## config.mk

```make
export PLATFORM = sky130hd
export DESIGN_NAME = bp_be_dcache_replay_fifo
export DESIGN_NICKNAME = d
export VERILOG_FILES = /design/src/rtl/bp_be_dcache_replay_fifo.sv
export SDC_FILE = /design/constraint.sdc
export NUM_CORES = 1
export LEC_CHECK = 0
export CAP_MARGIN = 30
export CORE_UTILIZATION = 35
export DETAILED_ROUTE_END_ITERATION = 6
export PLACE_DENSITY = 0.55
export SYNTH_ARGS = -nofsm -noshare
export SYNTH_HDL_FRONTEND = slang
export SYNTH_SLANG_ARGS = --single-unit
```

## constraint.sdc

```tcl
create_clock -name clk_i -period 14.5 [get_ports clk_i]
set_input_delay 1.45 -clock clk_i [delete_from_list [all_inputs] [get_ports clk_i]]
set_output_delay 1.45 -clock clk_i [all_outputs]
set_load 0.01 [all_outputs]
```

## src/rtl/bp_be_dcache_replay_fifo.sv

```systemverilog
// rtl/bp_be_dcache_replay_fifo.sv - in-order D$ replay queue with commit/rollback, flush and livelock flag
module bp_be_dcache_replay_fifo #(
    parameter int width_p          = 64,
    parameter int els_p            = 8,
    parameter int commit_latency_p = 2,
    parameter int replay_limit_p   = 15
) (
    input  logic                                  clk_i,
    input  logic                                  reset_n_i,
    input  logic                                  clr_i,
    input  logic [width_p-1:0]                    data_i,
    input  logic                                  v_i,
    output logic                                  ready_o,
    output logic [width_p-1:0]                    data_o,
    output logic                                  v_o,
    input  logic                                  yumi_i,
    input  logic                                  commit_v_i,
    output logic                                  poison_o,
    output logic [$clog2(els_p+1)-1:0]            count_o,
    output logic [$clog2(replay_limit_p+1)-1:0]   replay_cnt_o,
    output logic                                  stuck_o
);

    localparam int addr_w = $clog2(els_p);
    localparam int ptr_w  = addr_w + 1;
    localparam int cnt_w  = $clog2(els_p + 1);
    localparam int rc_w   = $clog2(replay_limit_p + 1);
    localparam int lat_w  = commit_latency_p;

    localparam logic [ptr_w-1:0] ptr_one = ptr_w'(1);
    localparam logic [ptr_w-1:0] ptr_els = ptr_w'(els_p);
    localparam logic [rc_w-1:0]  rc_one  = rc_w'(1);
    localparam logic [rc_w-1:0]  rc_max  = rc_w'(replay_limit_p);

    // Write, issue and retire pointers; the extra MSB is the wrap bit that
    // separates full from empty when the address bits match.
    logic [ptr_w-1:0]   wptr;
    logic [ptr_w-1:0]   iptr;
    logic [ptr_w-1:0]   rptr;
    logic [width_p-1:0] mem [els_p];
    logic [lat_w-1:0]   infl;
    logic [lat_w-1:0]   infl_next;
    logic [rc_w-1:0]    replay_cnt;
    logic [ptr_w-1:0]   count_full;

    logic enq;
    logic issue;
    logic res;
    logic retire;
    logic rollback;

    assign count_full = wptr - rptr;
    assign count_o    = cnt_w'(count_full);
    assign ready_o    = (count_full != ptr_els);
    assign v_o        = (iptr != wptr);
    assign data_o     = mem[iptr[addr_w-1:0]];

    assign enq      = v_i & ready_o;
    // A yumi with nothing to issue is ignored so the pointers never overtake wptr.
    assign issue    = yumi_i & v_o;
    assign res      = infl[lat_w-1];
    assign retire   = res & commit_v_i & ~clr_i;
    assign rollback = res & ~commit_v_i & ~clr_i;

    assign poison_o     = rollback;
    assign replay_cnt_o = replay_cnt;
    assign stuck_o      = (replay_cnt == rc_max);

    // In-flight marker pipeline: a new issue enters stage 0, older ones shift toward resolve.
    always_comb begin
        infl_next    = '0;
        infl_next[0] = issue;
        for (int i = 1; i < lat_w; i++) begin
            infl_next[i] = infl[i-1];
        end
    end

    // Payload storage; entries are never cleared, only the pointers say what is live.
    always_ff @(posedge clk_i) begin
        if (enq) begin
            mem[wptr[addr_w-1:0]] <= data_i;
        end
    end

    // Pointer, in-flight and replay-count state; flush beats rollback beats normal flow.
    always_ff @(posedge clk_i or negedge reset_n_i) begin
        if (!reset_n_i) begin
            wptr       <= '0;
            iptr       <= '0;
            rptr       <= '0;
            infl       <= '0;
            replay_cnt <= '0;
        end else if (clr_i) begin
            wptr       <= '0;
            iptr       <= '0;
            rptr       <= '0;
            infl       <= '0;
            replay_cnt <= '0;
        end else begin
            if (enq) begin
                wptr <= wptr + ptr_one;
            end
            if (rollback) begin
                // Re-issue from the failing (oldest unretired) entry; any issue this
                // cycle is dropped and killed downstream by poison_o.
                iptr <= rptr;
                infl <= '0;
                if (replay_cnt != rc_max) begin
                    replay_cnt <= replay_cnt + rc_one;
                end
            end else begin
                if (issue) begin
                    iptr <= iptr + ptr_one;
                end
                infl <= infl_next;
                if (retire) begin
                    rptr       <= rptr + ptr_one;
                    replay_cnt <= '0;
                end
            end
        end
    end

    illegal_yumi: assert property (@(posedge clk_i) disable iff (!reset_n_i) yumi_i |-> v_o);

endmodule

```

==> reports/qor.yml, run 1 <==
clocking:
  ctsLongestPathBuffers: 3
  post-cts-setup-buffers: 0
  clk_pin_slew_ns: 0.06
  cts_tree: "done"
  cts_hold_buffers: 0
  numCtsBuffers: 56
  ctsResizeCount: 0
  h-tree-depth: 2
  clock_latency_ns: 0.60
  cts-root-buf: "clkbuf_16"
  clock_sinks: 530
logic_synthesis:
  ys_ff_latch: 530
  synth-edff-count: 512
  synth_top_family_by_area: "multiplexers"
  synthMuxAreaShare_pct: 17.7
  synth_ff_type: "edfxtp_1"
  synth_fa_ha_area_share_pct: 0.525
  syn_area_per_cell_um2: 22.9
  netlist_area_um2: 20500
  synth-async-reset-ratio_pct: 3.40
  synth_xor_area_share_pct: 0.427
  ys_seq_area_share_pct: 77.2
  synth_compound_area_share_pct: 1.15
  yosys_warnings: 0
  synthCells: 896
  syn_nets: 974
  synthDistinctLibCells: 42
  synthSimpleGateAreaFrac_pct: 1.63
critical_path:
  start_kind: "flip-flop"
  cp_slowest_cell: "dfrtp_4"
  r2r_cells: 10
  crit_fanout: 41
  critPathCapture: "data_o[62]"
  worst-endpoint-required_ns: 13.05
  r2r-end: "mem[0][54]$_DFFE_PP_"
  crit_chain: "buf_4, buf_12, mux4_2, mux2_2, clkdlybuf4s50_1"
  path_class: "reg -> out"
  crit_start: "iptr[0]$_DFFE_PN0P_"
  cp.arrival_ns: 3.83
  r2r-start: "wptr[0]$_DFFE_PN0P_"
  critical-path-max-stage-delay_ns: 0.96
  rrSetupSlack_ns: 10.56
  cp-end-kind: "output pin"
power:
  combinationalPowerShare_pct: 24.7
  p_int_mw: 3.20
  p_total_mw: 4.34
  peakVddDrop_v: 0.000120
  sw_frac_of_total_pct: 26.2
  pwr-share-clk_pct: 31.6
  leakage_nw: 7.72
  seqPwrFrac_pct: 43.7
  p_sw_mw: 1.14
  power_density_nw_per_um2: 176
routing:
  drc: 0
  ant_nets: 0
  dr.pass1.iters: 4
  drtIter0Drc: 587
  totalWireLength_um: 42900
  drt-vias-per-instance: 5.00
  wire_per_inst_um: 22.7
  num_vias: 9450
final_layout:
  layout_commonest_cell: "edfxtp_1"
  fillers: 5009
  finish.utilization_pct: 42.7
  final_cells: 1890
  area_delta_synth_final_pct: 20.4
  drive_gt1_share_pct: 27.0
  nets: 1156
  multi_input_area_um2: 4440
  regArea_um2: 15800
  mostFrequentLayoutCells: "edfxtp_1, clkdlybuf4s50_1, mux4_2"
placed_design:
  place_worst_setup_slack_ns: 9.56
  numPortBuffers: 145
  place.gp.congestion: 0.718
  hpwl_um: 23100
  dp.cells: 1785
grt:
  grt_max_degree: 56
  grt_pass1_vias: 9952
  antenna_found_initial: 5
  grt_pass1_wl_um: 64900
  grt_overflow: 0
  track_usage_pct: 14.7
floorplanning:
  die_w_um: 244
  rows: 88
  die_height_um: 244
  coreArea_um2: 57800
  initial_core_util_pct: 35.5
  die-area_um2: 59600
  io_pins: 146
sta:
  period_share_pct: 36.4
  setup_ws_ns: 9.22
  worst_slew_pin_slew_ns: 0.861
  skew_ns: 0.0280
  setup_viol: 0
  fin_crit_ns: 5.28
  fmax_mhz: 189
  setup_tns_ns: 0
  maxSlewViolCount: 0
  rsz0062_at_grt: "false"
  slew_headroom_pct: 42.5
  finalHoldViolations: 0
outcome:
  outcome: "completed"
hold_path:
  hp-class: "reg -> reg"
job:
  cap_violations: 0
[cells by family (layout without fill, tap and decap cells)]
logic type | after synthesis | count (layout)
flops | 530 | 530
mux | 194 | 194
simple gates | 63 | 63
other cells | 0 | 1
buf+inv | 55 | 283
fa+ha+maj | 8 | 8
compound gates | 36 | 36
xor+xnor | 10 | 10
[sequential cells by signal (all words and copies together), names as in the netlist]
| name | count |
|---|---|
| infl | 2 |
| mem | 512 |
| rptr | 4 |
| iptr | 4 |
| replay_cnt_o | 4 |
| wptr | 4 |
[metal layers]
layer | routed length (um) | vias up | GRT usage (%) | part of all wire, %
li1 | - | 4140 | - | -
met5 | 67 | - | 0 | 0.16
met1 | 18500 | 5051 | 19.5 | 43
met2 | 21200 | 180 | 24.2 | 49
met3 | 2250 | 69 | 3.36 | 5.3
met4 | 868 | 10 | 4.41 | 2.0
[worst min-delay path by stage]
| stage | endpoint | cells after the start | start | slack [ns] |
|---|---|---|---|---|
| global route | infl[1]$_DFF_PN0_ | 1 | infl[0]$_DFF_PN0_ | 0.48 |
| global placement | infl[1]$_DFF_PN0_ | 1 | infl[0]$_DFF_PN0_ | 0.44 |
| finish | infl[1]$_DFF_PN0_ | 1 | infl[0]$_DFF_PN0_ | 0.45 |
| floorplan | infl[1]$_DFF_PN0_ | 1 | infl[0]$_DFF_PN0_ | 0.43 |
| CTS | infl[1]$_DFF_PN0_ | 1 | infl[0]$_DFF_PN0_ | 0.46 |
| detailed placement | infl[1]$_DFF_PN0_ | 1 | infl[0]$_DFF_PN0_ | 0.44 |
[critical path, delay by kind of cell (launching register included)]
kind | cells | cell delay (ns)
DFF | 1 | 0.96
muxes | 2 | 0.86
buffers and inverters | 3 | 1.35
[power groups by stage]
stage | registers [mW] | clock network [mW] | logic [mW]
global route | 1.91 | 1.48 | 1.16
CTS | 1.90 | 1.42 | 1.11
global placement | 1.93 | 0 | 1.09
detailed placement | 1.93 | 0 | 1.10
floorplan | 1.90 | 0 | 0.675
finish | 1.90 | 1.37 | 1.07
[stage by stage]
stage	hold WS, ns	cell area (um2)
after detailed placement	0.441	22900
after floorplan	0.428	20500
after global routing	0.476	24700
final	0.452	24700
after CTS	0.463	24700
after global placement	0.441	22900
[layout make-up]
cell class	count	area share, %
Antenna cell	1	0.0101
Clock buffer	77	6.17
Clock inverter	27	0.968
Inverter	12	0.182
Multi-Input combinational cell	311	18.0
Sequential cell	530	64.1
Tap cell	765	3.88
Timing Repair Buffer	167	6.68
[cells in the mapped netlist (3+ instances only)]
| library cell | count | share of area, % |
|---|---|---|
| nand2b_1 | 6 | 0.18 |
| xnor2_1 | 6 | 0.26 |
| nor2_1 | 7 | 0.13 |
| dfrtp_1 | 18 | 2.2 |
| nor3_1 | 5 | 0.12 |
| ha_1 | 7 | 0.43 |
| buf_1 | 3 | 0.055 |
| edfxtp_1 | 512 | 75 |
| clkbuf_1 | 19 | 0.35 |
| buf_6 | 9 | 0.49 |
| inv_1 | 12 | 0.22 |
| o21ai_0 | 5 | 0.12 |
| mux4_2 | 128 | 14 |
| a21o_1 | 4 | 0.15 |
| xor2_1 | 4 | 0.17 |
| a21oi_1 | 10 | 0.24 |
| buf_2 | 12 | 0.29 |
| o211ai_1 | 3 | 0.11 |
| mux2_2 | 65 | 3.6 |
| nand4_1 | 3 | 0.092 |
| nand3_1 | 11 | 0.27 |
| nand2_1 | 15 | 0.27 |
| o21ai_1 | 4 | 0.098 |
Power figures use the tool's default switching activity.
==> inputs of run 2 (changes only) <==
==> constraint.sdc (replaced) <==
create_clock -name clk_i -period 5.2 [get_ports clk_i]
set_input_delay 0.52 -clock clk_i [delete_from_list [all_inputs] [get_ports clk_i]]
set_output_delay 0.52 -clock clk_i [all_outputs]
set_load 0.01 [all_outputs]
==> run 2 against run 1 <==
Effect of this change: sequential cell count did not move; count of clock-buffer cells in the layout fell by 6; sequential power rose to 2.8 times the previous value; largest cell class unchanged.
==> reports/qor.yml, run 2 (same netlist as run 1, synthesis figures left out) <==
clocking:
  ctsResizeCount: 0  # unchanged
  numCtsBuffers: 54  # was 56
  cts-root-buf: "clkbuf_16"  # unchanged
  cts_tree: "done"  # unchanged
  clock_latency_ns: 0.59  # was 0.60 ns
  clk_pin_slew_ns: 0.06  # about the same
  ctsLongestPathBuffers: 3  # unchanged
  h-tree-depth: 2  # unchanged
  post-cts-setup-buffers: 0  # unchanged
  clock_sinks: 530  # unchanged
  cts_hold_buffers: 0  # unchanged
routing:
  ant_nets: 0  # unchanged
  dr.pass1.iters: 6  # was 4
  drt-vias-per-instance: 4.99  # was 5.00
  drc: 0  # unchanged
  wire_per_inst_um: 22.3  # was 22.7 um
  num_vias: 9357  # was 9450
  drtIter0Drc: 633  # was 587
  totalWireLength_um: 41800  # was 42900 um
floorplanning:
  coreArea_um2: 57800  # unchanged
  die_height_um: 244  # unchanged
  die_w_um: 244  # unchanged
  initial_core_util_pct: 35.5  # unchanged
  io_pins: 146  # unchanged
  rows: 88  # unchanged
  die-area_um2: 59600  # unchanged
critical_path:
  worst-endpoint-required_ns: 4.68  # was 13.05 ns
  crit_chain: "inv_1, ha_1, inv_1, fa_1, nand2b_1, nor2_1, and3_1, inv_1, clkdlybuf4s50_1"  # was buf_4, buf_12, mux4_2, mux2_2, clkdlybuf4s50_1
  crit_cells: 9  # was 5
  critical-path-max-stage-delay_ns: 0.57  # was 0.96 ns
  crit_fanout: 9  # was 41
  cp-end-kind: "output pin"  # unchanged
  cp_common_cell: "inv_1"
  cp_num_buf_inv: 4  # was 3
  cp_top_family: "simple AND/OR/NAND/NOR gates"  # was buffers and inverters
  cp_slowest_cell: "dfrtp_1"  # was dfrtp_4
  cp.arrival_ns: 3.59  # was 3.83 ns
  path_class: "reg -> out"  # unchanged
  start_kind: "flip-flop"  # unchanged
  r2r_cells: 8  # was 10
sta:
  maxSlewViolCount: 0  # unchanged
  setup_viol: 0  # unchanged
  skew_ns: 0.0192  # was 0.0280 ns
  worst_slew_pin_slew_ns: 0.847  # was 0.861 ns
  setup_tns_ns: 0  # unchanged
  finalHoldViolations: 0  # unchanged
  period_share_pct: 79.1
  fmax_mhz: 243
  slew_headroom_pct: 43.6  # was 42.5%
  rsz0062_at_grt: "false"  # unchanged
  fin_crit_ns: 4.11
final_layout:
  finish.utilization_pct: 42.9  # was 42.7%
  nets: 1148  # was 1156
  area_delta_synth_final_pct: 20.9  # was 20.4%
  regArea_um2: 15800  # unchanged
  fillers: 4968  # was 5009
  mostFrequentLayoutCells: "edfxtp_1, clkdlybuf4s50_1, mux4_2"  # unchanged
  final_cell_area_um2: 24800  # was 24700 um2
  multi_input_area_um2: 4460  # was 4440 um2
  layout_commonest_cell: "edfxtp_1"  # unchanged
  largest_register_ffs: 512  # unchanged
  final_cells: 1877  # was 1890
  drive_gt1_share_pct: 27.2  # was 27.0%
grt:
  antenna_found_initial: 6  # was 5
  grt_pass1_vias: 10000  # was 9952
  track_usage_pct: 14.3  # was 14.7%
  grt_overflow: 0  # unchanged
  grt_pass1_wl_um: 63900  # was 64900 um
  grt_max_degree: 68  # was 56
power:
  power_density_nw_per_um2: 490  # was 176 nW/um2
  leakage_nw: 7.73  # was 7.72 nW
  peakVddDrop_v: 0.000289  # was 0.000120 V
placed_design:
  place_area_um2: 23000  # was 22900 um2
  dp.cells: 1778  # was 1785
  numPortBuffers: 145  # unchanged
  hpwl_um: 22000  # was 23100 um
  place.gp.congestion: 0.725  # was 0.718
outcome:
  outcome: "completed"  # unchanged
job:
  cap_violations: 0  # unchanged
hold_path:
  hp-class: "in -> async"  # was reg -> reg
-- run 2: report_power, final --
part / switching [mW] / total, mW / leakage (nW) / internal [mW]
clock: 1.57 / 3.83 / 0.874 / 2.26
combinational: 1.37 / 2.99 / 1.97 / 1.63
sequential: 0.232 / 5.32 / 4.89 / 5.09
total: 3.17 / 12.1 / 7.73 / 8.98
-- run 2: per-stage QoR --
stage | setup WS, ns | hold slack [ns] | total power, mW
detailed placement | 1.66 | 0.439 | 8.50
global placement | 1.72 | 0.443 | 8.49
finish | 1.09 | 0.292 | 12.1
floorplan | -1.79 | 0.224 | 7.17
CTS | 1.03 | 0.441 | 12.4
global route | 0.777 | 0.274 | 12.7
-- run 2: layout make-up --
type	count	share of cell area, %
flip-flops and latches	530	63.9
inverters	12	0.182
well taps	765	3.86
clock inverters	26	1.06
repair buffers	161	6.97
clock buffers	71	6.04
multi-input cells	311	18.0
diodes	1	0.0101
-- run 2: path summary, 6_finish.rpt --
check | slack, ns | from | to
worst max-delay path | 1.09 | wptr[0]$_DFFE_PN0P_ | ready_o
worst min-delay path | 0.29 | reset_n_i | replay_cnt_o[2]$_DFFE_PN0P_
worst max register to register | 1.73 | wptr[0]$_DFFE_PN0P_ | mem[7][34]$_DFFE_PP_
worst min register to register | 0.46 | infl[0]$_DFF_PN0_ | infl[1]$_DFF_PN0_
max in group asynchronous | 4.76 | reset_n_i | iptr[2]$_DFFE_PN0P_
min in group clk_i | 0.46 | infl[0]$_DFF_PN0_ | infl[1]$_DFF_PN0_
-- run 2: routing by layer --
layer  part of all wire (%)  routed length [um]  GRT usage [%]  vias to the layer above
met5                   0.19                  78              0                        -
met4                    2.1                 860           4.15                       10
met3                    5.0                2100           3.36                       77
met2                     49               20700           23.6                      187
met1                     43               18100           19.0                     4966
li1                       -                   -              -                     4117
